File: config.mk
export PLATFORM = sky130hd
export DESIGN_NAME = multicycle_sequencer_flat
export DESIGN_NICKNAME = d
export VERILOG_FILES = /design/src/rtl/multicycle_sequencer_if.sv /design/src/rtl/multicycle_sequencer.sv /design/src/flat_wrapper.sv
export SDC_FILE = /design/constraint.sdc
export NUM_CORES = 1
export LEC_CHECK = 0
export BUFFER_PORTS_ARGS = -buffer_cell sky130_fd_sc_hd__buf_4
export CAP_MARGIN = 30
export CORE_ASPECT_RATIO = 0.7
export CORE_MARGIN = 1.5
export CORE_UTILIZATION = 52
export DETAILED_ROUTE_END_ITERATION = 8
export PLACE_DENSITY = 0.88
export SYNTH_ARGS = -nofsm -noshare
export SYNTH_HDL_FRONTEND = slang
export SYNTH_SLANG_ARGS = --single-unit
File: constraint.sdc
create_clock -name CLK -period 2.2 [get_ports CLK]
set_input_delay 0 -clock CLK [delete_from_list [all_inputs] [get_ports CLK]]
set_output_delay 0 -clock CLK [all_outputs]
set_load 0.01 [all_outputs]
File: src/rtl/multicycle_sequencer_if.sv
// Instruction-fetch and data-memory handshake bundle for multicycle_sequencer.
interface multicycle_sequencer_if #(
  parameter int unsigned PC_W   = 16,
  parameter int unsigned INST_W = 10
);
  logic              inst_req;
  logic [PC_W-1:0]   inst_addr;
  logic              inst_ack;
  logic [INST_W-1:0] inst_data;
  logic              mem_req;
  logic              mem_we;
  logic              mem_ack;

  modport master (
    output inst_req, inst_addr, mem_req, mem_we,
    input  inst_ack, inst_data, mem_ack
  );

  modport slave (
    input  inst_req, inst_addr, mem_req, mem_we,
    output inst_ack, inst_data, mem_ack
  );
endinterface

File: src/rtl/multicycle_sequencer.sv
// Multi-cycle PC/fetch/halt sequencer with req/ack instruction and data memory handshakes.
// Define SEQ_BUS_TIMEOUT_EN to halt with bus_err when an ack fails to arrive within TIMEOUT_CYCLES.
module multicycle_sequencer #(
  parameter int unsigned     PC_W           = 16,
  parameter int unsigned     INST_W         = 10,
  parameter int unsigned     CNT_W          = 16,
  parameter logic [PC_W-1:0] RESET_PC       = '0,
  parameter int unsigned     TIMEOUT_CYCLES = 15
) (
  input  logic                  CLK,
  input  logic                  RST_N,
  input  logic                  start,
  multicycle_sequencer_if.master bus,
  output logic [INST_W-1:0]     ir,
  input  logic                  dec_halt,
  input  logic                  dec_mem_read,
  input  logic                  dec_mem_write,
  input  logic                  dec_reg_write,
  input  logic                  take_branch,
  input  logic [PC_W-1:0]       branch_target,
  output logic                  reg_we,
  output logic [PC_W-1:0]       pc,
  output logic                  halt,
  output logic [CNT_W-1:0]      inst_count,
  output logic [CNT_W-1:0]      cycle_count,
  output logic [2:0]            state,
  output logic                  bus_err
);

  typedef enum logic [2:0] {
    S_IDLE   = 3'd0,
    S_FETCH  = 3'd1,
    S_DECODE = 3'd2,
    S_EXEC   = 3'd3,
    S_MEM    = 3'd4,
    S_WB     = 3'd5,
    S_HALTED = 3'd6
  } state_t;

  state_t state_q, state_d;
  logic   retire;
  logic   mem_to_wb;

  // A store wins over a simultaneous load, so only a pure load with register write reaches WB.
  assign mem_to_wb = dec_mem_read && dec_reg_write && !dec_mem_write;

`ifdef SEQ_BUS_TIMEOUT_EN
  localparam int unsigned TW = $clog2(TIMEOUT_CYCLES + 1);
  logic [TW-1:0] wait_cnt;
  logic          timeout;

  assign timeout = ((state_q == S_FETCH && !bus.inst_ack) ||
                    (state_q == S_MEM   && !bus.mem_ack)) &&
                   (wait_cnt == TW'(TIMEOUT_CYCLES - 1));
`endif

  always_ff @(posedge CLK or negedge RST_N) begin
    if (!RST_N) state_q <= S_IDLE;
    else        state_q <= state_d;
  end

  always_comb begin
    state_d = state_q;
    case (state_q)
      S_IDLE:   state_d = S_IDLE;
      S_FETCH:  if (bus.inst_ack) state_d = S_DECODE;
      S_DECODE: state_d = dec_halt ? S_HALTED : S_EXEC;
      S_EXEC: begin
        if (dec_mem_read || dec_mem_write) state_d = S_MEM;
        else if (dec_reg_write)            state_d = S_WB;
        else                               state_d = S_FETCH;
      end
      S_MEM:    if (bus.mem_ack) state_d = mem_to_wb ? S_WB : S_FETCH;
      S_WB:     state_d = S_FETCH;
      S_HALTED: state_d = S_HALTED;
      default:  state_d = S_IDLE;
    endcase
`ifdef SEQ_BUS_TIMEOUT_EN
    if (timeout) state_d = S_HALTED;
`endif
    if (start) state_d = S_FETCH;
  end

  always_comb begin
    bus.inst_req = 1'b0;
    bus.mem_req  = 1'b0;
    bus.mem_we   = 1'b0;
    reg_we       = 1'b0;
    halt         = 1'b0;
    case (state_q)
      S_FETCH:  bus.inst_req = 1'b1;
      S_MEM: begin
        bus.mem_req = 1'b1;
        bus.mem_we  = dec_mem_write;
      end
      S_WB:     reg_we = 1'b1;
      S_HALTED: halt   = 1'b1;
      default: ;
    endcase
  end

  // Every completed instruction returns to FETCH from EXEC, MEM or WB; that transition is the retire.
  assign retire = !start && (state_d == S_FETCH) &&
                  (state_q == S_EXEC || state_q == S_MEM || state_q == S_WB);

  assign bus.inst_addr = pc;
  assign state         = state_q;

  always_ff @(posedge CLK or negedge RST_N) begin
    if (!RST_N) begin
      pc          <= RESET_PC;
      ir          <= '0;
      inst_count  <= '0;
      cycle_count <= '0;
    end else if (start) begin
      pc          <= RESET_PC;
      inst_count  <= '0;
      cycle_count <= '0;
    end else begin
      if (state_q == S_FETCH && bus.inst_ack) ir <= bus.inst_data;
      if (retire) begin
        pc <= take_branch ? branch_target : pc + 1'b1;
        if (inst_count != '1) inst_count <= inst_count + 1'b1;
      end
      if (state_q != S_IDLE && state_q != S_HALTED && cycle_count != '1)
        cycle_count <= cycle_count + 1'b1;
    end
  end

`ifdef SEQ_BUS_TIMEOUT_EN
  always_ff @(posedge CLK or negedge RST_N) begin
    if (!RST_N) begin
      wait_cnt <= '0;
      bus_err  <= 1'b0;
    end else if (start) begin
      wait_cnt <= '0;
      bus_err  <= 1'b0;
    end else begin
      if ((state_q == S_FETCH || state_q == S_MEM) && state_d == state_q)
        wait_cnt <= wait_cnt + 1'b1;
      else
        wait_cnt <= '0;
      if (timeout) bus_err <= 1'b1;
    end
  end
`else
  assign bus_err = 1'b0;
`endif

endmodule

File: src/flat_wrapper.sv
// flat-port wrapper written by rule: the top's interface ports become plain ports
module multicycle_sequencer_flat 
#(
  parameter int unsigned     PC_W           = 16,
  parameter int unsigned     INST_W         = 10,
  parameter int unsigned     CNT_W          = 16,
  parameter logic [PC_W-1:0] RESET_PC       = '0,
  parameter int unsigned     TIMEOUT_CYCLES = 15
)
  (CLK, RST_N, start, ir, dec_halt, dec_mem_read, dec_mem_write, dec_reg_write, take_branch, branch_target, reg_we, pc, halt, inst_count, cycle_count, state, bus_err, bus_inst_req, bus_inst_addr, bus_mem_req, bus_mem_we, bus_inst_ack, bus_inst_data, bus_mem_ack);
  multicycle_sequencer_if #(.PC_W(PC_W), .INST_W(INST_W)) bus_i ();
  input  logic CLK;
  input  logic RST_N;
  input  logic start;
  output logic [INST_W-1:0] ir;
  input  logic dec_halt;
  input  logic dec_mem_read;
  input  logic dec_mem_write;
  input  logic dec_reg_write;
  input  logic take_branch;
  input  logic [PC_W-1:0] branch_target;
  output logic reg_we;
  output logic [PC_W-1:0] pc;
  output logic halt;
  output logic [CNT_W-1:0] inst_count;
  output logic [CNT_W-1:0] cycle_count;
  output logic [2:0] state;
  output logic bus_err;
  output wire logic [$bits(bus_i.inst_req)-1:0] bus_inst_req;
  output wire logic [$bits(bus_i.inst_addr)-1:0] bus_inst_addr;
  output wire logic [$bits(bus_i.mem_req)-1:0] bus_mem_req;
  output wire logic [$bits(bus_i.mem_we)-1:0] bus_mem_we;
  input wire logic [$bits(bus_i.inst_ack)-1:0] bus_inst_ack;
  input wire logic [$bits(bus_i.inst_data)-1:0] bus_inst_data;
  input wire logic [$bits(bus_i.mem_ack)-1:0] bus_mem_ack;
  assign bus_inst_req = bus_i.inst_req;
  assign bus_inst_addr = bus_i.inst_addr;
  assign bus_mem_req = bus_i.mem_req;
  assign bus_mem_we = bus_i.mem_we;
  assign bus_i.inst_ack = bus_inst_ack;
  assign bus_i.inst_data = bus_inst_data;
  assign bus_i.mem_ack = bus_mem_ack;
  multicycle_sequencer #(.PC_W(PC_W), .INST_W(INST_W), .CNT_W(CNT_W), .RESET_PC(RESET_PC), .TIMEOUT_CYCLES(TIMEOUT_CYCLES)) u_core (.CLK(CLK), .RST_N(RST_N), .start(start), .bus(bus_i), .ir(ir), .dec_halt(dec_halt), .dec_mem_read(dec_mem_read), .dec_mem_write(dec_mem_write), .dec_reg_write(dec_reg_write), .take_branch(take_branch), .branch_target(branch_target), .reg_we(reg_we), .pc(pc), .halt(halt), .inst_count(inst_count), .cycle_count(cycle_count), .state(state), .bus_err(bus_err));
endmodule
==> flow_summary.toml <==
[logic_synthesis]
async_flop_share = 1.00
synth_area_leaders = "dfrtp_1 (41%), nor2_1 (4.0%), nand2_1 (3.9%), buf_4 (3.8%), mux2_2 (3.6%)"
ys_seq_area_frac = 0.410
synthesis.nets = 449
ys_types = 58
syn_inst = 410
ys_warn_count = 0
synth_edf_count = 0
yosys-top-cells-count = "dfrtp_1 (61), nor2_1 (40), nand2_1 (39)"
ys.flop_type = "dfrtp_1"
syn_avg_cell_area_um2 = 9.08
yosysTopAreaCellShare = 0.410
synth_seq_cells = 61
yosysMostFrequentCell = "dfrtp_1"
yosys.area.top_type = "dfrtp_1"
syn_area_um2 = 3720

[cts]
clk_pin_slew_ns = 0.07
cts_buffers = 9
cts_sinks = 61
clock_latency_ns = 0.34
h-tree-depth = 3
cts_tree = "done"
cts-root-buf = "clkbuf_8"
clockBufferDepth = 2

[timing]
finalCritPeriodShare = 0.921
tightest_slew_ns = 0.772
hold_viol = 0
slew_viol_final = 0
setup_violations = 0
tns_ns = 0
clock_skew_ns = 0.00944
max_freq_mhz = 494
period_minus_slack_ns = 2.03
slew_headroom = 0.485
grt_setup_unrepaired = "no"

[cells_and_area]
fillerInstances = 552
multi_input_area_um2 = 1870
nNetsFinal = 556
fin_cells = 615
layout-drive-gt1-share = 0.307
n_antenna_cell = 0
seqCellArea_um2 = 1530
area_delta_synth_final_pct = 28.3

[global_routing]
grt_pass1_vias = 3191
grt_max_degree = 62
grt_use_total = 0.253
grt_pass1_wl_um = 15400
grt_overflow = 0
antenna_found_initial = 0

[worst_setup_path]
crit_slowest_cell = "dfrtp_1"
crit_start = "u_core.state[2]$_DFF_PN0_"
path_class = "register to register"
r2r_setup_slack_ns = 0.17
path_buf_inv = 0
crit_path_max_incr_delay_ns = 0.49
worstSetupEndpointType = "register"
crit_family = "simple AND/OR/NAND/NOR gates"
r2r_start = "u_core.state[2]$_DFF_PN0_"
cp.arrival_ns = 2.25
required_ns = 2.42
crit_fanout = 36
crit_chain = "and2b_1 > a32oi_2 > and2_4 > nor4_1 > mux2_2"
r2r_cells = 5
worstSetupStartpointType = "register"
r2r-end = "u_core.inst_count[5]$_DFFE_PN0P_"

[floorplanning]
die_y_um = 73.8
dieArea_um2 = 7690
dieWidth_um = 104
rows = 25
io_pins = 119
initial_core_util = 0.544
core_um2 = 6850

[power_and_ir_drop]
switching_share = 0.297
p_comb_frac = 0.232
clkPwrFrac = 0.305
p_seq_frac = 0.463
p_switching_w = 0.000837
p_int_w = 0.00198
p_leak_nw = 2.08
p_per_area_nw_per_um2 = 590
peakVddDrop_uv = 500

[place]
gp_congestion = 0.865
dp_hpwl_um = 6720
dpl.cell_count = 587
portBuffers = 117

[worst_hold_path]
hp-start = "branch_target[0]"
worstHoldEndpoint = "u_core.bus.inst_addr[0]$_DFFE_PN0P_"
min_path_cells = 3
min_path_type = "input pin to register"

[route]
drc_errors = 0
drtIter0Drc = 318
avgViaCountPerCell = 5.82
vias = 3581
drt-pass1-iter-count = 8
ant_nets = 0
wl_per_cell_um = 15.6
wirelength_um = 9610

[run_status]
status = "completed"

[job]
drv_cap = 0
-- power groups by stage --
stage	logic (W)	clock network, W	registers, W
final	0.000653	0.000861	0.00131
after detailed placement	0.000633	0	0.00132
after CTS	0.000654	0.000877	0.00130
after global routing	0.000706	0.000922	0.00132
after global placement	0.000618	0	0.00131
after floorplan	0.000306	0	0.00135
-- sequential cells by signal (all words and copies together), names as in the netlist --
name and cells:
u_core.cycle_count 16, u_core.inst_count 16, u_core.state 3, u_core.ir 10, u_core.bus.inst_addr 16
-- per-layer routing --
| metal | global-route usage | routed length, um | up-vias |
|---|---|---|---|
| met5 | 0 | 0 | - |
| met3 | 0.0639 | 684 | 16 |
| met2 | 0.406 | 4490 | 162 |
| met1 | 0.338 | 4300 | 1716 |
| met4 | 0.0818 | 134 | 0 |
| li1 | - | - | 1687 |
-- tightest hold or removal path: stages --
cell      delay, ns
buf_4          0.11
a21oi_1        0.13
a211oi_1       0.08
-- cells in the final DEF, fill, tap and decap left out, types with 6 or more instances in the layout --
cell type | synthesis | routed
buf_4 | 19 | 126
dfrtp_1 | 61 | 61
nor2_1 | 40 | 40
nand2_1 | 39 | 39
a21oi_1 | 22 | 22
nand3_1 | 18 | 18
xnor2_1 | 15 | 15
nor3_1 | 13 | 13
dlygate4sd3_1 | 0 | 13
mux2_2 | 12 | 12
nand4_1 | 11 | 11
o31ai_1 | 11 | 11
o21ai_0 | 10 | 10
clkbuf_8 | 2 | 10
a31oi_1 | 8 | 8
or4_1 | 9 | 8
nor2b_1 | 7 | 7
nor4_1 | 7 | 7
inv_1 | 6 | 6
a211oi_1 | 6 | 6
o21ai_1 | 6 | 6
-- cell families after synthesis --
logic type / after synthesis / synth area share
flip-flops: 61 / 0.410
XOR/XNOR: 17 / 0.0400
other: 1 / 0.00101
buffers and inverters: 49 / 0.0890
multiplexers: 15 / 0.0450
adder cells (fa/ha/maj): 3 / 0.0101
AND/OR/NAND/NOR: 184 / 0.265
AO/OA/AOI/OAI: 80 / 0.140
-- stage by stage --
step | setup slack, ns | hold WS, ns | utilization | power [W] | area, um^2
after floorplan | 0.251 | -0.296 | - | 0.00166 | 3720
after global placement | 0.297 | 0.128 | 0.654 | 0.00193 | 4480
after detailed placement | 0.184 | 0.131 | 0.654 | 0.00196 | 4480
after CTS | 0.170 | 0.00617 | 0.697 | 0.00284 | 4780
after global routing | 0.0409 | 0.0101 | 0.698 | 0.00295 | 4780
final | 0.174 | 0.0202 | 0.698 | 0.00282 | 4780
-- worst max-delay path by stage --
stage / end / slack (ns) / cells after the start
after floorplan: u_core.inst_count[13]$_DFFE_PN0P_ / 0.25 / 8
after global placement: u_core.bus.inst_addr[12]$_DFFE_PN0P_ / 0.30 / 6
after detailed placement: u_core.inst_count[5]$_DFFE_PN0P_ / 0.18 / 5
after CTS: u_core.inst_count[5]$_DFFE_PN0P_ / 0.17 / 5
after global routing: u_core.bus.inst_addr[12]$_DFFE_PN0P_ / 0.04 / 6
final: u_core.inst_count[5]$_DFFE_PN0P_ / 0.17 / 5
-- final cells by class --
class / instances / share of cell area
repair buffers: 139 / 0.225
clock buffers: 11 / 0.0296
multi-input cells: 300 / 0.391
well taps: 94 / 0.0246
clock inverters: 4 / 0.00524
inverters: 6 / 0.00471
flip-flops and latches: 61 / 0.319
-- what timing repair did --
item / in CTS / in global routing
buffers inserted: 0 / 0
hold endpoints to repair: 84 / 0
hold buffers: 13 / 0
gates resized for setup: 0 / 1
endpoints found under the setup margin: 0 / 1
Power figures use the tool's default switching activity.
